**config.mk**
```make
export PLATFORM = sky130hd
export DESIGN_NAME = axil_slave_adapter
export DESIGN_NICKNAME = d
export VERILOG_FILES = /design/src/rtl/axil_slave_adapter.sv
export SDC_FILE = /design/constraint.sdc
export NUM_CORES = 1
export LEC_CHECK = 0
export ABC_AREA = 1
export BUFFER_PORTS_ARGS = -buffer_cell sky130_fd_sc_hd__buf_2
export CAP_MARGIN = 20
export CORE_MARGIN = 4
export CORE_UTILIZATION = 30
export DETAILED_ROUTE_END_ITERATION = 7
export GPL_TIMING_DRIVEN = 1
export PLACE_DENSITY = 0.66
export SYNTH_ARGS = -nofsm -noshare
export SYNTH_HDL_FRONTEND = slang
export SYNTH_SLANG_ARGS = --single-unit
```
**constraint.sdc**
```tcl
create_clock -name clk -period 1 [get_ports clk]
set_clock_uncertainty 0.1 [all_clocks]
set_input_delay 0.1 -clock clk [delete_from_list [all_inputs] [get_ports clk]]
set_output_delay 0.1 -clock clk [all_outputs]
set_load 0.05 [all_outputs]
```
**src/rtl/axil_slave_adapter.sv**
```systemverilog
// AXI4-Lite slave front-end: turns bus transactions into single-cycle ASHI
// request pulses for an application register handler. Independent read and
// write FSMs; address-window decode (DECERR) and optional handler timeout
// (SLVERR). All outputs are registered or decoded from registered state, so
// every output is 0 after a reset edge.
//
// Write FSM
//   state  | meaning
//   W_IDLE | collecting AW and W (either order, or together)
//   W_EXEC | ASHI_WRITE pulse
//   W_WAIT | waiting for ASHI_WIDLE or timeout
//   W_RESP | BVALID held until BREADY
//
// Read FSM
//   state  | meaning
//   R_IDLE | ARREADY high, waiting for AR
//   R_EXEC | ASHI_READ pulse
//   R_WAIT | waiting for ASHI_RIDLE or timeout
//   R_RESP | RVALID held until RREADY
module axil_slave_adapter #(
  parameter int                    ADDR_WIDTH     = 32,
  parameter int                    DATA_WIDTH     = 32,
  parameter logic [ADDR_WIDTH-1:0] ADDR_BASE      = '0,
  parameter logic [ADDR_WIDTH:0]   ADDR_SPAN      = '0,
  parameter int                    TIMEOUT_CYCLES = 0
) (
  input  logic                      clk,
  input  logic                      reset,
  input  logic [ADDR_WIDTH-1:0]     AXI_AWADDR,
  input  logic                      AXI_AWVALID,
  output logic                      AXI_AWREADY,
  input  logic [2:0]                AXI_AWPROT,
  input  logic [DATA_WIDTH-1:0]     AXI_WDATA,
  input  logic [DATA_WIDTH/8-1:0]   AXI_WSTRB,
  input  logic                      AXI_WVALID,
  output logic                      AXI_WREADY,
  output logic [1:0]                AXI_BRESP,
  output logic                      AXI_BVALID,
  input  logic                      AXI_BREADY,
  input  logic [ADDR_WIDTH-1:0]     AXI_ARADDR,
  input  logic                      AXI_ARVALID,
  output logic                      AXI_ARREADY,
  input  logic [2:0]                AXI_ARPROT,
  output logic [DATA_WIDTH-1:0]     AXI_RDATA,
  output logic [1:0]                AXI_RRESP,
  output logic                      AXI_RVALID,
  input  logic                      AXI_RREADY,
  output logic [ADDR_WIDTH-1:0]     ASHI_WADDR,
  output logic [DATA_WIDTH-1:0]     ASHI_WDATA,
  output logic [DATA_WIDTH/8-1:0]   ASHI_WSTRB,
  output logic                      ASHI_WRITE,
  input  logic                      ASHI_WIDLE,
  input  logic [1:0]                ASHI_WRESP,
  output logic [ADDR_WIDTH-1:0]     ASHI_RADDR,
  output logic                      ASHI_READ,
  input  logic                      ASHI_RIDLE,
  input  logic [DATA_WIDTH-1:0]     ASHI_RDATA,
  input  logic [1:0]                ASHI_RRESP
);

  localparam int STRB_W = DATA_WIDTH / 8;
  localparam bit TIMEOUT_EN = (TIMEOUT_CYCLES > 0);
  localparam int CNT_W = TIMEOUT_EN ? $clog2(TIMEOUT_CYCLES + 1) : 1;
  localparam logic [CNT_W-1:0] CNT_LIMIT = CNT_W'(TIMEOUT_CYCLES);

  localparam logic [1:0] RESP_SLVERR = 2'b10;
  localparam logic [1:0] RESP_DECERR = 2'b11;

  typedef enum logic [1:0] {W_IDLE, W_EXEC, W_WAIT, W_RESP} w_state_t;
  typedef enum logic [1:0] {R_IDLE, R_EXEC, R_WAIT, R_RESP} r_state_t;

  // Protection bits carry no meaning for this handler.
  logic unused_prot;
  assign unused_prot = ^{AXI_AWPROT, AXI_ARPROT};

  // Window test done one bit wider than the address so base+span never wraps.
  function automatic logic in_window(input logic [ADDR_WIDTH-1:0] addr);
    logic [ADDR_WIDTH:0] a;
    logic [ADDR_WIDTH:0] base;
    logic [ADDR_WIDTH:0] off;
    a    = {1'b0, addr};
    base = {1'b0, ADDR_BASE};
    off  = a - base;
    if (ADDR_SPAN == '0) in_window = 1'b1;
    else                 in_window = (a >= base) && (off < ADDR_SPAN);
  endfunction

  // ---------------- write path ----------------
  w_state_t                w_state, w_next;
  logic                    aw_ready_q, w_ready_q;
  logic                    aw_done_q, aw_done_nx;
  logic                    wd_done_q, wd_done_nx;
  logic [ADDR_WIDTH-1:0]   waddr_q;
  logic [DATA_WIDTH-1:0]   wdata_q;
  logic [STRB_W-1:0]       wstrb_q;
  logic [1:0]              bresp_q, bresp_nx;
  logic [CNT_W-1:0]        w_cnt_q, w_cnt_nx;
  logic                    aw_hs, w_hs;
  logic [ADDR_WIDTH-1:0]   waddr_eff;

  assign aw_hs     = AXI_AWVALID & aw_ready_q;
  assign w_hs      = AXI_WVALID & w_ready_q;
  // The address may be arriving in the same cycle the pair completes.
  assign waddr_eff = aw_hs ? AXI_AWADDR : waddr_q;

  // Write next-state: pair AW and W, decode, wait on handler, respond.
  always_comb begin
    w_next     = w_state;
    aw_done_nx = aw_done_q;
    wd_done_nx = wd_done_q;
    bresp_nx   = bresp_q;
    w_cnt_nx   = w_cnt_q;
    case (w_state)
      W_IDLE: begin
        if (aw_hs) aw_done_nx = 1'b1;
        if (w_hs)  wd_done_nx = 1'b1;
        if (aw_done_nx && wd_done_nx) begin
          aw_done_nx = 1'b0;
          wd_done_nx = 1'b0;
          if (in_window(waddr_eff)) begin
            w_next = W_EXEC;
          end else begin
            w_next   = W_RESP;
            bresp_nx = RESP_DECERR;
          end
        end
      end
      W_EXEC: w_next = W_WAIT;
      W_WAIT: begin
        if (ASHI_WIDLE) begin
          bresp_nx = ASHI_WRESP;
          w_next   = W_RESP;
        end else if (TIMEOUT_EN && (w_cnt_q == CNT_LIMIT)) begin
          bresp_nx = RESP_SLVERR;
          w_next   = W_RESP;
        end else if (TIMEOUT_EN) begin
          w_cnt_nx = w_cnt_q + 1'b1;
        end
      end
      W_RESP: begin
        if (AXI_BREADY) begin
          w_next   = W_IDLE;
          w_cnt_nx = '0;
        end
      end
      default: w_next = W_IDLE;
    endcase
  end

  // Write state, channel-ready flags and captured request fields.
  always_ff @(posedge clk) begin
    if (reset) begin
      w_state    <= W_IDLE;
      aw_ready_q <= 1'b0;
      w_ready_q  <= 1'b0;
      aw_done_q  <= 1'b0;
      wd_done_q  <= 1'b0;
      waddr_q    <= '0;
      wdata_q    <= '0;
      wstrb_q    <= '0;
      bresp_q    <= '0;
      w_cnt_q    <= '0;
    end else begin
      w_state    <= w_next;
      aw_ready_q <= (w_next == W_IDLE) && !aw_done_nx;
      w_ready_q  <= (w_next == W_IDLE) && !wd_done_nx;
      aw_done_q  <= aw_done_nx;
      wd_done_q  <= wd_done_nx;
      bresp_q    <= bresp_nx;
      w_cnt_q    <= w_cnt_nx;
      if (aw_hs) waddr_q <= AXI_AWADDR;
      if (w_hs) begin
        wdata_q <= AXI_WDATA;
        wstrb_q <= AXI_WSTRB;
      end
    end
  end

  assign AXI_AWREADY = aw_ready_q;
  assign AXI_WREADY  = w_ready_q;
  assign AXI_BVALID  = (w_state == W_RESP);
  assign AXI_BRESP   = bresp_q;
  assign ASHI_WRITE  = (w_state == W_EXEC);
  assign ASHI_WADDR  = waddr_q;
  assign ASHI_WDATA  = wdata_q;
  assign ASHI_WSTRB  = wstrb_q;

  // ---------------- read path ----------------
  r_state_t                r_state, r_next;
  logic                    ar_ready_q;
  logic [ADDR_WIDTH-1:0]   raddr_q;
  logic [DATA_WIDTH-1:0]   rdata_q, rdata_nx;
  logic [1:0]              rresp_q, rresp_nx;
  logic [CNT_W-1:0]        r_cnt_q, r_cnt_nx;
  logic                    ar_hs;

  assign ar_hs = AXI_ARVALID & ar_ready_q;

  // Read next-state: decode, wait on handler, hold data until accepted.
  always_comb begin
    r_next   = r_state;
    rdata_nx = rdata_q;
    rresp_nx = rresp_q;
    r_cnt_nx = r_cnt_q;
    case (r_state)
      R_IDLE: begin
        if (ar_hs) begin
          if (in_window(AXI_ARADDR)) begin
            r_next = R_EXEC;
          end else begin
            r_next   = R_RESP;
            rresp_nx = RESP_DECERR;
            rdata_nx = '0;
          end
        end
      end
      R_EXEC: r_next = R_WAIT;
      R_WAIT: begin
        if (ASHI_RIDLE) begin
          rdata_nx = ASHI_RDATA;
          rresp_nx = ASHI_RRESP;
          r_next   = R_RESP;
        end else if (TIMEOUT_EN && (r_cnt_q == CNT_LIMIT)) begin
          rdata_nx = '0;
          rresp_nx = RESP_SLVERR;
          r_next   = R_RESP;
        end else if (TIMEOUT_EN) begin
          r_cnt_nx = r_cnt_q + 1'b1;
        end
      end
      R_RESP: begin
        if (AXI_RREADY) begin
          r_next   = R_IDLE;
          r_cnt_nx = '0;
        end
      end
      default: r_next = R_IDLE;
    endcase
  end

  // Read state, ARREADY and the registered address/data/response.
  always_ff @(posedge clk) begin
    if (reset) begin
      r_state    <= R_IDLE;
      ar_ready_q <= 1'b0;
      raddr_q    <= '0;
      rdata_q    <= '0;
      rresp_q    <= '0;
      r_cnt_q    <= '0;
    end else begin
      r_state    <= r_next;
      ar_ready_q <= (r_next == R_IDLE);
      rdata_q    <= rdata_nx;
      rresp_q    <= rresp_nx;
      r_cnt_q    <= r_cnt_nx;
      if (ar_hs) raddr_q <= AXI_ARADDR;
    end
  end

  assign AXI_ARREADY = ar_ready_q;
  assign AXI_RVALID  = (r_state == R_RESP);
  assign AXI_RDATA   = rdata_q;
  assign AXI_RRESP   = rresp_q;
  assign ASHI_READ   = (r_state == R_EXEC);
  assign ASHI_RADDR  = raddr_q;

endmodule

```
== Word-level counts from Yosys, hierarchy flattened ==
Index checks and enable logic that the tools add are counted.

* $lt $le $gt $ge: 0
* Reductions and logical operators: 13
* Equality and inequality tests: 12
* Shift-type cells: 0
* Bitwise gates (word level): 3
* Muxes and demuxes: 34
* $add $sub $neg: 0
* Multipliers: 0
* Divide/modulo/power cells: 0

{| class="wikitable"
|+ Operators by type and width
! operator !! count
|-
| two-way mux 32 bit || 3
|-
| case mux 32 bit (2 select lines) || 1
|-
| two-way mux 2 bit || 14
|-
| case mux 2 bit (4 select lines) || 2
|-
| two-way mux 1 bit || 12
|-
| inequality test 2 bit, second input constant || 6
|-
| == test 2 bit, second input constant || 4
|-
| zero test 2 bit || 4
|-
| case mux 2 bit (2 select lines) || 2
|-
| AND reduction 4 bit || 2
|-
| == test 2 x 1 -> 1 bit, second input constant || 2
|-
| nonzero test 2 bit || 2
|-
| AND 1 bit || 3
|-
| logical AND 1 bit || 3
|-
| zero test 1 bit || 2
|}

* Memories kept: 0
* ROM bits: 0
* Bits in writable memories: 0
* Latch bits: 0
* Bits of input ports: 151
* Register bits after elaboration: 145

== Longest topological paths before layout ==
Gate-level depths: netlist of the first run.

* Word-level depth: 11
* Gate-level depth with buffers: 7
* Mapped depth without buffers: 7

== Worst setup path before layout of the first run ==
No wires, ideal clock.

* Kind: register to register
* Start point: register w_state[0]
* End point: register aw_ready_q (netlist: AXI_AWREADY)
* Cell stages (with the launch flop): 6
* Data arrival time: 1.422 ns
* Setup time: 0.114 ns
* Slack: -0.635 ns
* Buffers on the path: 0
* Period minus slack after synthesis: 1.635 ns
* Cells stage by stage: dfxtp_1 inv_1 nor2_1 nor2_1 nand3_1 nor2_1

* Cells in the longest elaborated chain, start to end: 4
* Elaborated cells between the ends (all ways): 12
* Those cells by class: eq/ne (3); mux (5); reduce/logical (4)

{| class="wikitable"
|+ RTL lines
! what !! line !! RTL
|-
| start, declared || 89 || <nowiki>w_state_t w_state, w_next;</nowiki>
|-
| start signal, assigned || 164 || <nowiki>w_state <= w_next;</nowiki>
|-
| == test 2 x 1 -> 1 bit || -- ||
|-
| via ASHI_WRITE || 51 || <nowiki>output logic ASHI_WRITE,</nowiki>
|-
| case mux 2 bit (4 select lines) || 113 || <nowiki>case (w_state)</nowiki>
|-
| zero test 2 bit || 165 || <nowiki>aw_ready_q <= (w_next == W_IDLE) && !aw_done_nx;</nowiki>
|-
| logical AND 1 bit || 165 ||
|-
| end signal, assigned || 165 ||
|-
| end, declared || 90 || <nowiki>logic aw_ready_q, w_ready_q;</nowiki>
|}

The timed path passes the listed nets, and every way through them passes these cells.
A chain may end at the register's enable or synchronous reset.

== Final worst setup path of the first run ==
* Start point: register r_state[1]
* End point: output port ASHI_READ

* Cells in the longest elaborated chain, start to end: 1

{| class="wikitable"
|+ RTL lines
! what !! line !! RTL
|-
| start, declared || 189 || <nowiki>r_state_t r_state, r_next;</nowiki>
|-
| start signal, assigned || 251 || <nowiki>r_state <= r_next;</nowiki>
|-
| == test 2 x 1 -> 1 bit || 264 || <nowiki>assign ASHI_READ = (r_state == R_EXEC);</nowiki>
|-
| end, declared || 55 || <nowiki>output logic ASHI_READ,</nowiki>
|}

No other way between the ends.

==> results of run 1 <==
state kept, by name, summed over array words and instances (netlist names):
name / flops
ASHI_RADDR: 32
ASHI_WADDR: 32
ASHI_WDATA: 32
ASHI_WSTRB: 4
AXI_ARREADY: 1
AXI_AWREADY: 1
AXI_BRESP: 2
AXI_RDATA: 32
AXI_RRESP: 2
AXI_WREADY: 1
aw_done_q: 1
r_state: 2
w_state: 2
wd_done_q: 1
metal layers:
layer / share of wire / vias up / GRT usage
met2: 0.54 / 385 / 0.4558
met5: 0.00024 / - / 0
met1: 0.33 / 3271 / 0.2469
li1: - / 3130 / -
met4: 0.062 / 2 / 0.1254
met3: 0.065 / 134 / 0.07101
power breakdown:
part / internal (mW) / switching, mW
sequential: 7.27 / 1.35
clock: 3.75 / 2.63
combinational: 7.13 / 8.53
layout make-up:
type,instances,area [sq um]
antenna,2,5.005
clock buffer,19,442.9
clock inverter,13,135.1
fill,929,3996
inverter,55,251.5
multi-input combinational,415,3043
sequential,145,3192
tap,225,281.5
timing repair buffer,529,5829
cell usage after synthesis, types with 3 or more instances:
cell type	number
dfxtp_1	145
buf_6	17
inv_2	3
buf_2	11
o21ai_1	52
buf_4	4
nand3_1	6
a21oi_1	40
clkbuf_1	7
o21ai_0	85
nand2_1	19
inv_1	52
nor2_1	207
what timing repair did:
action / 4_1_cts / 5_1_grt
pin swaps: 31 / 51
gates cloned: 20 / 7
resized for setup: 683 / 304
setup endpoints to repair: 262 / 288
hold buffers: 140 / 0
hold endpoints to repair: 143 / 0
buffers inserted: 22 / 34
critical path: stages, from the launching register on:
cell	delay, ns
dfxtp_4	0.36
buf_6	0.12
inv_2	0.04
nand2_2	0.05
inv_2	0.06
buf_8	0.14
cell families (layout without fill, tap and decap cells):
family / Yosys count / count (layout)
and+or+nand+nor: 235 / 236
AOI/OAI and AO/OA: 179 / 179
DFF: 145 / 145
buffers and inverters: 96 / 616
other: 0 / 2
worst paths after layout:
| check | start | to | slack, ns |
|---|---|---|---|
| setup reg to reg | r_state[0]$_SDFF_PP0_ | AXI_RDATA[13]$_SDFFE_PP0P_ | -0.29 |
| hold / removal | reset | ASHI_WDATA[2]$_SDFFE_PP0P_ | 0.10 |
| hold reg to reg | AXI_BRESP[1]$_SDFFE_PP0P_ | AXI_BRESP[1]$_SDFFE_PP0P_ | 0.37 |
| setup / recovery | r_state[1]$_SDFF_PP0_ | ASHI_READ | -0.38 |
metrics by stage:
stage | hold WS, ns | area (sq um) | setup TNS (ns) | instances
3_3_place_gp | 0.2329 | 7058 | -2.982 | 1154
6_report | 0.1004 | 13180 | -40.89 | 1403
2_1_floorplan | 0.06165 | 5403 | -7.732 | 655
3_5_place_dp | 0.2404 | 7058 | -4.555 | 1154
4_1_cts | 0.05914 | 11700 | -34.00 | 1367
5_1_grt | 0.1032 | 13180 | -50.61 | 1403
==> results.sh, run 1 <==
export IMPL_status="finished, violations left"
export IMPL_violations="setup timing"
export IMPL_vias_per_cell=4.934
export IMPL_die_y_microns=140.1
export IMPL_synthToLayoutAreaGrowth_pct=151.6
export IMPL_finalSetupViolCount=288
export IMPL_place_hpwl_microns=11490
export IMPL_yosys_area_share_simple=0.1742
export IMPL_pre_cts_ws_ns=-0.09964
export IMPL_end_kind="output port"
export IMPL_grt_overflow=0
export IMPL_syn_area_sq_um=5238
export IMPL_core_sq_um=17180
export IMPL_cts_tree="yes"
export IMPL_slew_violations=0
export IMPL_synth_seq_cells=145
export IMPL_first_iter_violations=262
export IMPL_place_gp_congestion=0.8153
export IMPL_clock_sinks=145
export IMPL_maxCapViolations=0
export IMPL_root_buffer="clkbuf_16"
export IMPL_clk_pin_slew_ns=0.06
export IMPL_synth_avg_cell_area_sq_um=7.996
export IMPL_rsz0062_at_grt="yes"
export IMPL_synth_adder_area_share=0
export IMPL_synth_async_sr_flop_share=0
export IMPL_grt_pass1_vias=7070
export IMPL_p_total_mw=30.66
export IMPL_drc=0
export IMPL_min_path_cells=5
export IMPL_crit_fanout=3
export IMPL_ir_worst_vdd_uv=1257
export IMPL_ant_nets=0
export IMPL_power_density_nw_per_um2=2327
export IMPL_avgRoutedWirePerCell_microns=20.84
export IMPL_die_area_sq_um=19640
export IMPL_start_kind="flop"
export IMPL_power_leakage_nw=5.582
export IMPL_criticalPathCategory="reg2out"
export IMPL_fmax_mhz=723.1
export IMPL_synth_compound_area_frac=0.1725
export IMPL_cts_buffers_inserted=17
export IMPL_fin_crit_ns=1.383
export IMPL_synthMuxAreaShare=0
export IMPL_reg2reg_depth=6
export IMPL_grt_max_degree=50
export IMPL_htreeDepth=4
export IMPL_track_usage=0.2450
export IMPL_final_common_cell="buf_8"
export IMPL_cp_arrival_ns=1.18
export IMPL_nets=1314
export IMPL_clk_insertion_delay_late_ns=0.41
export IMPL_slew_headroom=0.7874
export IMPL_final_setup_worst_slack_ns=-0.3829
export IMPL_clockBufferDepth=2
export IMPL_start_util=0.3049
export IMPL_post_route_util=0.7673
export IMPL_synth_cell_types=18
export IMPL_synth_xor_area_frac=0
export IMPL_port_buffers=287
export IMPL_fin_crit_sh=1.383
export IMPL_crit_required_ns=0.80
export IMPL_yosys_area_top_type="dfxtp_1"
export IMPL_io_pins=294
export IMPL_ys_flop_type="dfxtp_1"
export IMPL_finalHoldViolations=0
export IMPL_synth_area_leaders="dfxtp_1 55%, nor2_1 15%, o21ai_0 8.1%"
export IMPL_synth_top_family_by_area="simple AND/OR/NAND/NOR gates"
export IMPL_syn_nets=806
export IMPL_syn_inst=655
export IMPL_grt_pass1_wl_microns=37940
export IMPL_layout_drive_gt1_share=0.6769
export IMPL_mostFrequentLayoutCells="146 x buf_8, 144 x buf_2, 140 x dlygate4sd3_1"
export IMPL_rows=48
export IMPL_dieWidth_microns=140.1
export IMPL_seq_area_frac_synth=0.5542
export IMPL_synth_edf_count=0
export IMPL_ys_warn_count=0
export IMPL_num_vias=6922
export IMPL_grt_antenna_before_repair=3
export IMPL_worst_pin_slew_ns=0.3190
export IMPL_drt_first_pass_iters=5
export IMPL_finalWirelength_microns=29240
export IMPL_min_path_type="in2reg"
export IMPL_yosysTopAreaCellShare=0.5542
(Power assumes the default switching activity.)
==> run 2, diff against run 1 <==
--- a/config.mk
+++ b/config.mk
@@ -12,7 +12,7 @@
 export CORE_UTILIZATION = 30
 export DETAILED_ROUTE_END_ITERATION = 7
 export GPL_TIMING_DRIVEN = 1
-export PLACE_DENSITY = 0.66
+export PLACE_DENSITY = 0.64
 export SYNTH_ARGS = -nofsm -noshare
 export SYNTH_HDL_FRONTEND = slang
 export SYNTH_SLANG_ARGS = --single-unit
==> constraint.sdc (replaced) <==
create_clock -name clk -period 1.55 [get_ports clk]
set_clock_uncertainty 0.1 [all_clocks]
set_input_delay 0.155 -clock clk [delete_from_list [all_inputs] [get_ports clk]]
set_output_delay 0.155 -clock clk [all_outputs]
set_load 0.05 [all_outputs]
==> run 2 against run 1 <==
  * Setup slack better by 0.48 ns
  * Wire length down 41%
  * Highest routed layer is now met4
  * The flow now finishes without violations
  * Flip-flop and latch count unchanged
==> results.sh, run 2 (synthesized netlist as in run 1, its figures left out) <==
export IMPL_status="completed"
export IMPL_grt_antenna_before_repair=0
export IMPL_cp_arrival_ns=1.20
export IMPL_pre_cts_ws_ns=0.2177
export IMPL_finalSetupViolCount=0
export IMPL_avgRoutedWirePerCell_microns=13.05
export IMPL_grt_pass1_wl_microns=27190
export IMPL_rr_startpoint="r_state[0]$_SDFF_PP0_"
export IMPL_min_path_type="in2reg"
export IMPL_htreeDepth=4
export IMPL_track_usage=0.1686
export IMPL_grt_max_degree=52
export IMPL_reg2reg_to="AXI_RDATA[31]$_SDFFE_PP0P_"
export IMPL_final_setup_worst_slack_ns=0.09814
export IMPL_grt_pass1_vias=5561
export IMPL_num_vias=5743
export IMPL_post_route_util=0.5128
export IMPL_mostFrequentLayoutCells="285 x buf_2, 206 x nor2_1, 142 x dfxtp_1"
export IMPL_synthToLayoutAreaGrowth_pct=68.18
export IMPL_fin_crit_ns=1.452
export IMPL_criticalPathCategory="reg2out"
export IMPL_ir_worst_vdd_uv=774.2
export IMPL_clock_sinks=145
export IMPL_slew_headroom=0.7643
export IMPL_port_buffers=287
export IMPL_start_util=0.3049
export IMPL_crit_fanout=7
export IMPL_hold_slack_ns=0.02753
export IMPL_slew_violations=0
export IMPL_maxCapViolations=0
export IMPL_num_antenna_cells=0
export IMPL_p_total_mw=14.28
export IMPL_postLayoutCellArea_sq_um=8808
export IMPL_first_iter_violations=219
export IMPL_fin_crit_sh=0.9367
export IMPL_vias_per_cell=4.381
export IMPL_fmax_mhz=688.8
export IMPL_reg2reg_depth=5
export IMPL_crit_start="w_state[1]$_SDFF_PP0_"
export IMPL_power_density_nw_per_um2=1621
export IMPL_cts_tree="yes"
export IMPL_dpl_cell_count=1141
export IMPL_die_y_microns=140.1
export IMPL_finalSetupTns_ns=0
export IMPL_io_pins=294
export IMPL_core_sq_um=17180
export IMPL_end_kind="output port"
export IMPL_final_common_cell="buf_2"
export IMPL_place_gp_congestion=0.7761
export IMPL_start_kind="flop"
export IMPL_root_buffer="clkbuf_16"
export IMPL_rsz0062_at_grt="no"
export IMPL_cts_buffers_inserted=17
export IMPL_rows=48
export IMPL_ant_nets=0
export IMPL_drt_first_pass_iters=5
export IMPL_crit_end="AXI_BVALID"
export IMPL_crit_required_ns=1.29
export IMPL_layout_drive_gt1_share=0.3168
export IMPL_reg2reg_slack_ns=0.25
export IMPL_worst_pin_slew_ns=0.3535
export IMPL_drc=0
export IMPL_place_hpwl_microns=10840
export IMPL_nets=1224
export IMPL_clockBufferDepth=2
export IMPL_dieWidth_microns=140.1
export IMPL_power_leakage_nw=4.186
export IMPL_clk_pin_slew_ns=0.06
export IMPL_placed_cell_area_sq_um=6834
export IMPL_finalWirelength_microns=17110
export IMPL_grt_overflow=0
export IMPL_layout_cells_non_filler=1311
export IMPL_clk_insertion_delay_late_ns=0.41
export IMPL_finalHoldViolations=0
export IMPL_die_area_sq_um=19640
==> run 2: cell count changes in the layout (fill, tap and decap cells not counted), sizes merged, moves of 2 or more <==
cell         previous run  this run
clkinv                  7         5
diode                   2         0
clkinvlp                2         4
clkbuf                 25        22
buf                   383       301
dlygate4sd3           140       138
==> run 2: worst min-delay path by stage <==
stage | start | endpoint | slack, ns | cells after the start
final | AXI_RREADY | AXI_ARREADY$_SDFF_PP0_ | 0.03 | 5
after global routing | AXI_BREADY | w_state[1]$_SDFF_PP0_ | 0.02 | 4
after CTS | AXI_RREADY | AXI_ARREADY$_SDFF_PP0_ | 0.01 | 5
after detailed placement | AXI_AWADDR[14] | ASHI_WADDR[14]$_SDFFE_PP0P_ | 0.30 | 3
after global placement | AXI_AWADDR[15] | ASHI_WADDR[15]$_SDFFE_PP0P_ | 0.29 | 3
after floorplan | reset | aw_done_q$_SDFF_PP0_ | 0.12 | 1
==> run 2: timing repair <==
item	4_1_cts	5_1_grt
setup buffers	0	0
setup endpoints to repair	1	4
hold buffers	138	0
resized for setup	2	5
endpoints found under the hold margin	140	0
==> run 2: power by group <==
group	internal [mW]	switching, mW
sequential	4.47	0.366
combinational	1.50	4.00
clock	2.35	1.59
==> run 2: layout make-up <==
| class | count | area, sq um |
|---|---|---|
| well taps | 225 | 281.5 |
| repair buffers | 440 | 3014 |
| fillers | 1580 | 8368 |
| flip-flops and latches | 145 | 2907 |
| clock inverters | 11 | 105.1 |
| multi-input cells | 414 | 1823 |
| clock buffers | 21 | 470.5 |
| inverters | 55 | 207.7 |
==> run 2: worst max-delay path, cell delays in order, from the launching register on <==
cell and delay [ns]:
dfxtp_2 0.41, nand2_1 0.07, inv_1 0.05, buf_2 0.26
==> run 2: layer usage <==
layer	wire, microns	share of wire	track usage	up-vias
met4	459	0.027	0.06221	0
met5	0	0	0	-
met2	8221	0.48	0.2874	226
met1	7199	0.42	0.1972	2561
met3	1233	0.072	0.05633	33
li1	-	-	-	2923
==> run 3, diff against run 2 <==
--- a/config.mk
+++ b/config.mk
@@ -8,7 +8,7 @@
 export ABC_AREA = 1
 export BUFFER_PORTS_ARGS = -buffer_cell sky130_fd_sc_hd__buf_2
 export CAP_MARGIN = 20
-export CORE_MARGIN = 4
+export CORE_MARGIN = 2
 export CORE_UTILIZATION = 30
 export DETAILED_ROUTE_END_ITERATION = 7
 export GPL_TIMING_DRIVEN = 1
==> run 3 against run 2 <==
  * Register-to-register slack about the same
  * Die area decreased by 5.6%
  * Flip-flop and latch count unchanged
  * First-iteration DRC count decreased by 9.6%
  * Global-route usage increased by 0.80 points
  * Sequential share of layout area about the same
  * Power increased by 0.34%
  * Critical path depth increased by 1
  * Non-clock buffer count unchanged
  * Core utilization about the same
  * Critical path type unchanged
  * Critical endpoint is now ASHI_READ
  * Largest power group unchanged
  * Highest routed layer unchanged
==> results.sh, run 3 (synthesized netlist as in run 1, its figures left out) <==
export IMPL_drt_first_pass_iters=5
export IMPL_rows=48
export IMPL_crit_required_ns=1.29
export IMPL_drc=0
export IMPL_grt_pass1_vias=5303
export IMPL_hold_slack_ns=0.02880
export IMPL_grt_max_degree=97
export IMPL_synthToLayoutAreaGrowth_pct=68.25
export IMPL_start_kind="flop"
export IMPL_final_common_cell="buf_2"
export IMPL_rsz0062_at_grt="no"
export IMPL_switchingPower_mw=6.004
export IMPL_grt_antenna_before_repair=0
export IMPL_dieWidth_microns=136.1
export IMPL_fin_crit_ns=1.469
export IMPL_switching_share=0.4191
export IMPL_power_density_nw_per_um2=1626
export IMPL_seq_power_share=0.337
export IMPL_clk_pin_slew_ns=0.06
export IMPL_min_from="AXI_RREADY"
export IMPL_clock_sinks=145
export IMPL_finalWirelength_microns=17050
export IMPL_place_gp_congestion=0.7363
export IMPL_ant_nets=0
export IMPL_finalSetupTns_ns=0
export IMPL_reg2reg_slack_ns=0.24
export IMPL_share_comb_of_total_power=0.387
export IMPL_num_vias=5699
export IMPL_worst_pin_slew_ns=0.3784
export IMPL_criticalPathCategory="reg2out"
export IMPL_min_to="AXI_ARREADY$_SDFF_PP0_"
export IMPL_first_iter_violations=198
export IMPL_io_pins=294
export IMPL_finalSetupViolCount=0
export IMPL_finalHoldViolations=0
export IMPL_power_internal_mw=8.323
export IMPL_htreeDepth=4
export IMPL_final_setup_worst_slack_ns=0.08149
export IMPL_min_path_type="in2reg"
export IMPL_mostFrequentLayoutCells="286 x buf_2, 206 x nor2_1, 142 x dfxtp_1"
export IMPL_place_hpwl_microns=10650
export IMPL_nets=1224
export IMPL_status="completed"
export IMPL_layout_drive_gt1_share=0.3168
export IMPL_reg2reg_to="AXI_RDATA[21]$_SDFFE_PP0P_"
export IMPL_start_util=0.3049
export IMPL_core_sq_um=17180
export IMPL_die_y_microns=136.1
export IMPL_maxCapViolations=0
export IMPL_cts_buffers_inserted=17
export IMPL_cts_tree="yes"
export IMPL_grt_pass1_wl_microns=25790
export IMPL_grt_overflow=0
export IMPL_dpl_cell_count=1140
export IMPL_avgRoutedWirePerCell_microns=13.00
export IMPL_port_buffers=287
export IMPL_clockBufferDepth=2
export IMPL_cp_arrival_ns=1.21
export IMPL_vias_per_cell=4.347
export IMPL_crit_fanout=5
export IMPL_pre_cts_ws_ns=0.2286
export IMPL_root_buffer="clkbuf_16"
export IMPL_num_antenna_cells=0
export IMPL_clk_insertion_delay_late_ns=0.41
export IMPL_reg2reg_depth=5
export IMPL_track_usage=0.1765
export IMPL_slew_headroom=0.7478
export IMPL_post_route_util=0.5130
export IMPL_power_leakage_nw=4.200
export IMPL_die_area_sq_um=18530
export IMPL_layout_cells_non_filler=1311
export IMPL_slew_violations=0
export IMPL_fillers=1630
export IMPL_min_path_cells=5
export IMPL_ir_worst_vdd_uv=714.0
export IMPL_pwr_share_clk=0.276
export IMPL_end_kind="output port"
export IMPL_fmax_mhz=681.0
export IMPL_fin_crit_sh=0.9474
export IMPL_rr_startpoint="r_state[0]$_SDFF_PP0_"
run 3: through the flow:
step,power (mW),area [sq um]
after floorplan,8.857,5240
after global placement,10.08,6839
after detailed placement,10.15,6839
after CTS,14.44,8811
after global routing,15.04,8812
final,14.33,8812
run 3: power groups by stage:
stage	sequential, mW	combinational, mW	clock [mW]
final	4.83	5.54	3.96
after detailed placement	4.90	5.25	0
after CTS	4.82	5.54	4.08
after global placement	4.86	5.22	0
after global routing	4.92	5.93	4.20
after floorplan	7.32	1.54	0
run 3: how the worst max path moves through the flow:
stage                          start                     endpoint  slack (ns)  cells past startpoint
2_1_floorplan  AXI_WREADY$_SDFF_PP0_  ASHI_WDATA[22]$_SDFFE_PP0P_        0.07                      5
3_3_place_gp   r_state[1]$_SDFF_PP0_   AXI_RDATA[22]$_SDFFE_PP0P_        0.27                      4
3_5_place_dp   r_state[1]$_SDFF_PP0_    AXI_RDATA[0]$_SDFFE_PP0P_        0.23                      4
4_1_cts        w_state[0]$_SDFF_PP0_                   ASHI_WRITE       0.007                      3
5_1_grt        w_state[1]$_SDFF_PP0_                   AXI_BVALID       0.006                      3
6_report       r_state[1]$_SDFF_PP0_                    ASHI_READ        0.08                      4
run 3: cell type report:
class,instances,area [sq um],area share
Inverter,55,207.7,0.02357
Clock buffer,20,466.7,0.05296
Timing Repair Buffer,440,3027,0.3435
Multi-Input combinational cell,414,1818,0.2063
Tap cell,225,281.5,0.03195
Sequential cell,145,2907,0.3298
Clock inverter,12,105.1,0.01193
run 3: repair_timing:
item / in CTS / in global routing
hold buffers: 139 / 0
setup endpoints to repair: 3 / 2
resized for setup: 4 / 1
hold endpoints to repair: 141 / 0
setup buffers: 0 / 0
run 3: routing by layer:
| layer | vias to the layer above | part of all wire | GRT usage |
|---|---|---|---|
| met3 | 20 | 0.078 | 0.05369 |
| met5 | - | 0 | 0 |
| met4 | 0 | 0.016 | 0.06481 |
| li1 | 2926 | - | - |
| met2 | 213 | 0.50 | 0.3166 |
| met1 | 2540 | 0.41 | 0.1960 |
run 3: critical path: stages, from the launching register on:
cell and delay, ns:
dfxtp_2 0.35, inv_1 0.06, nand2_1 0.08, inv_1 0.06, buf_2 0.26
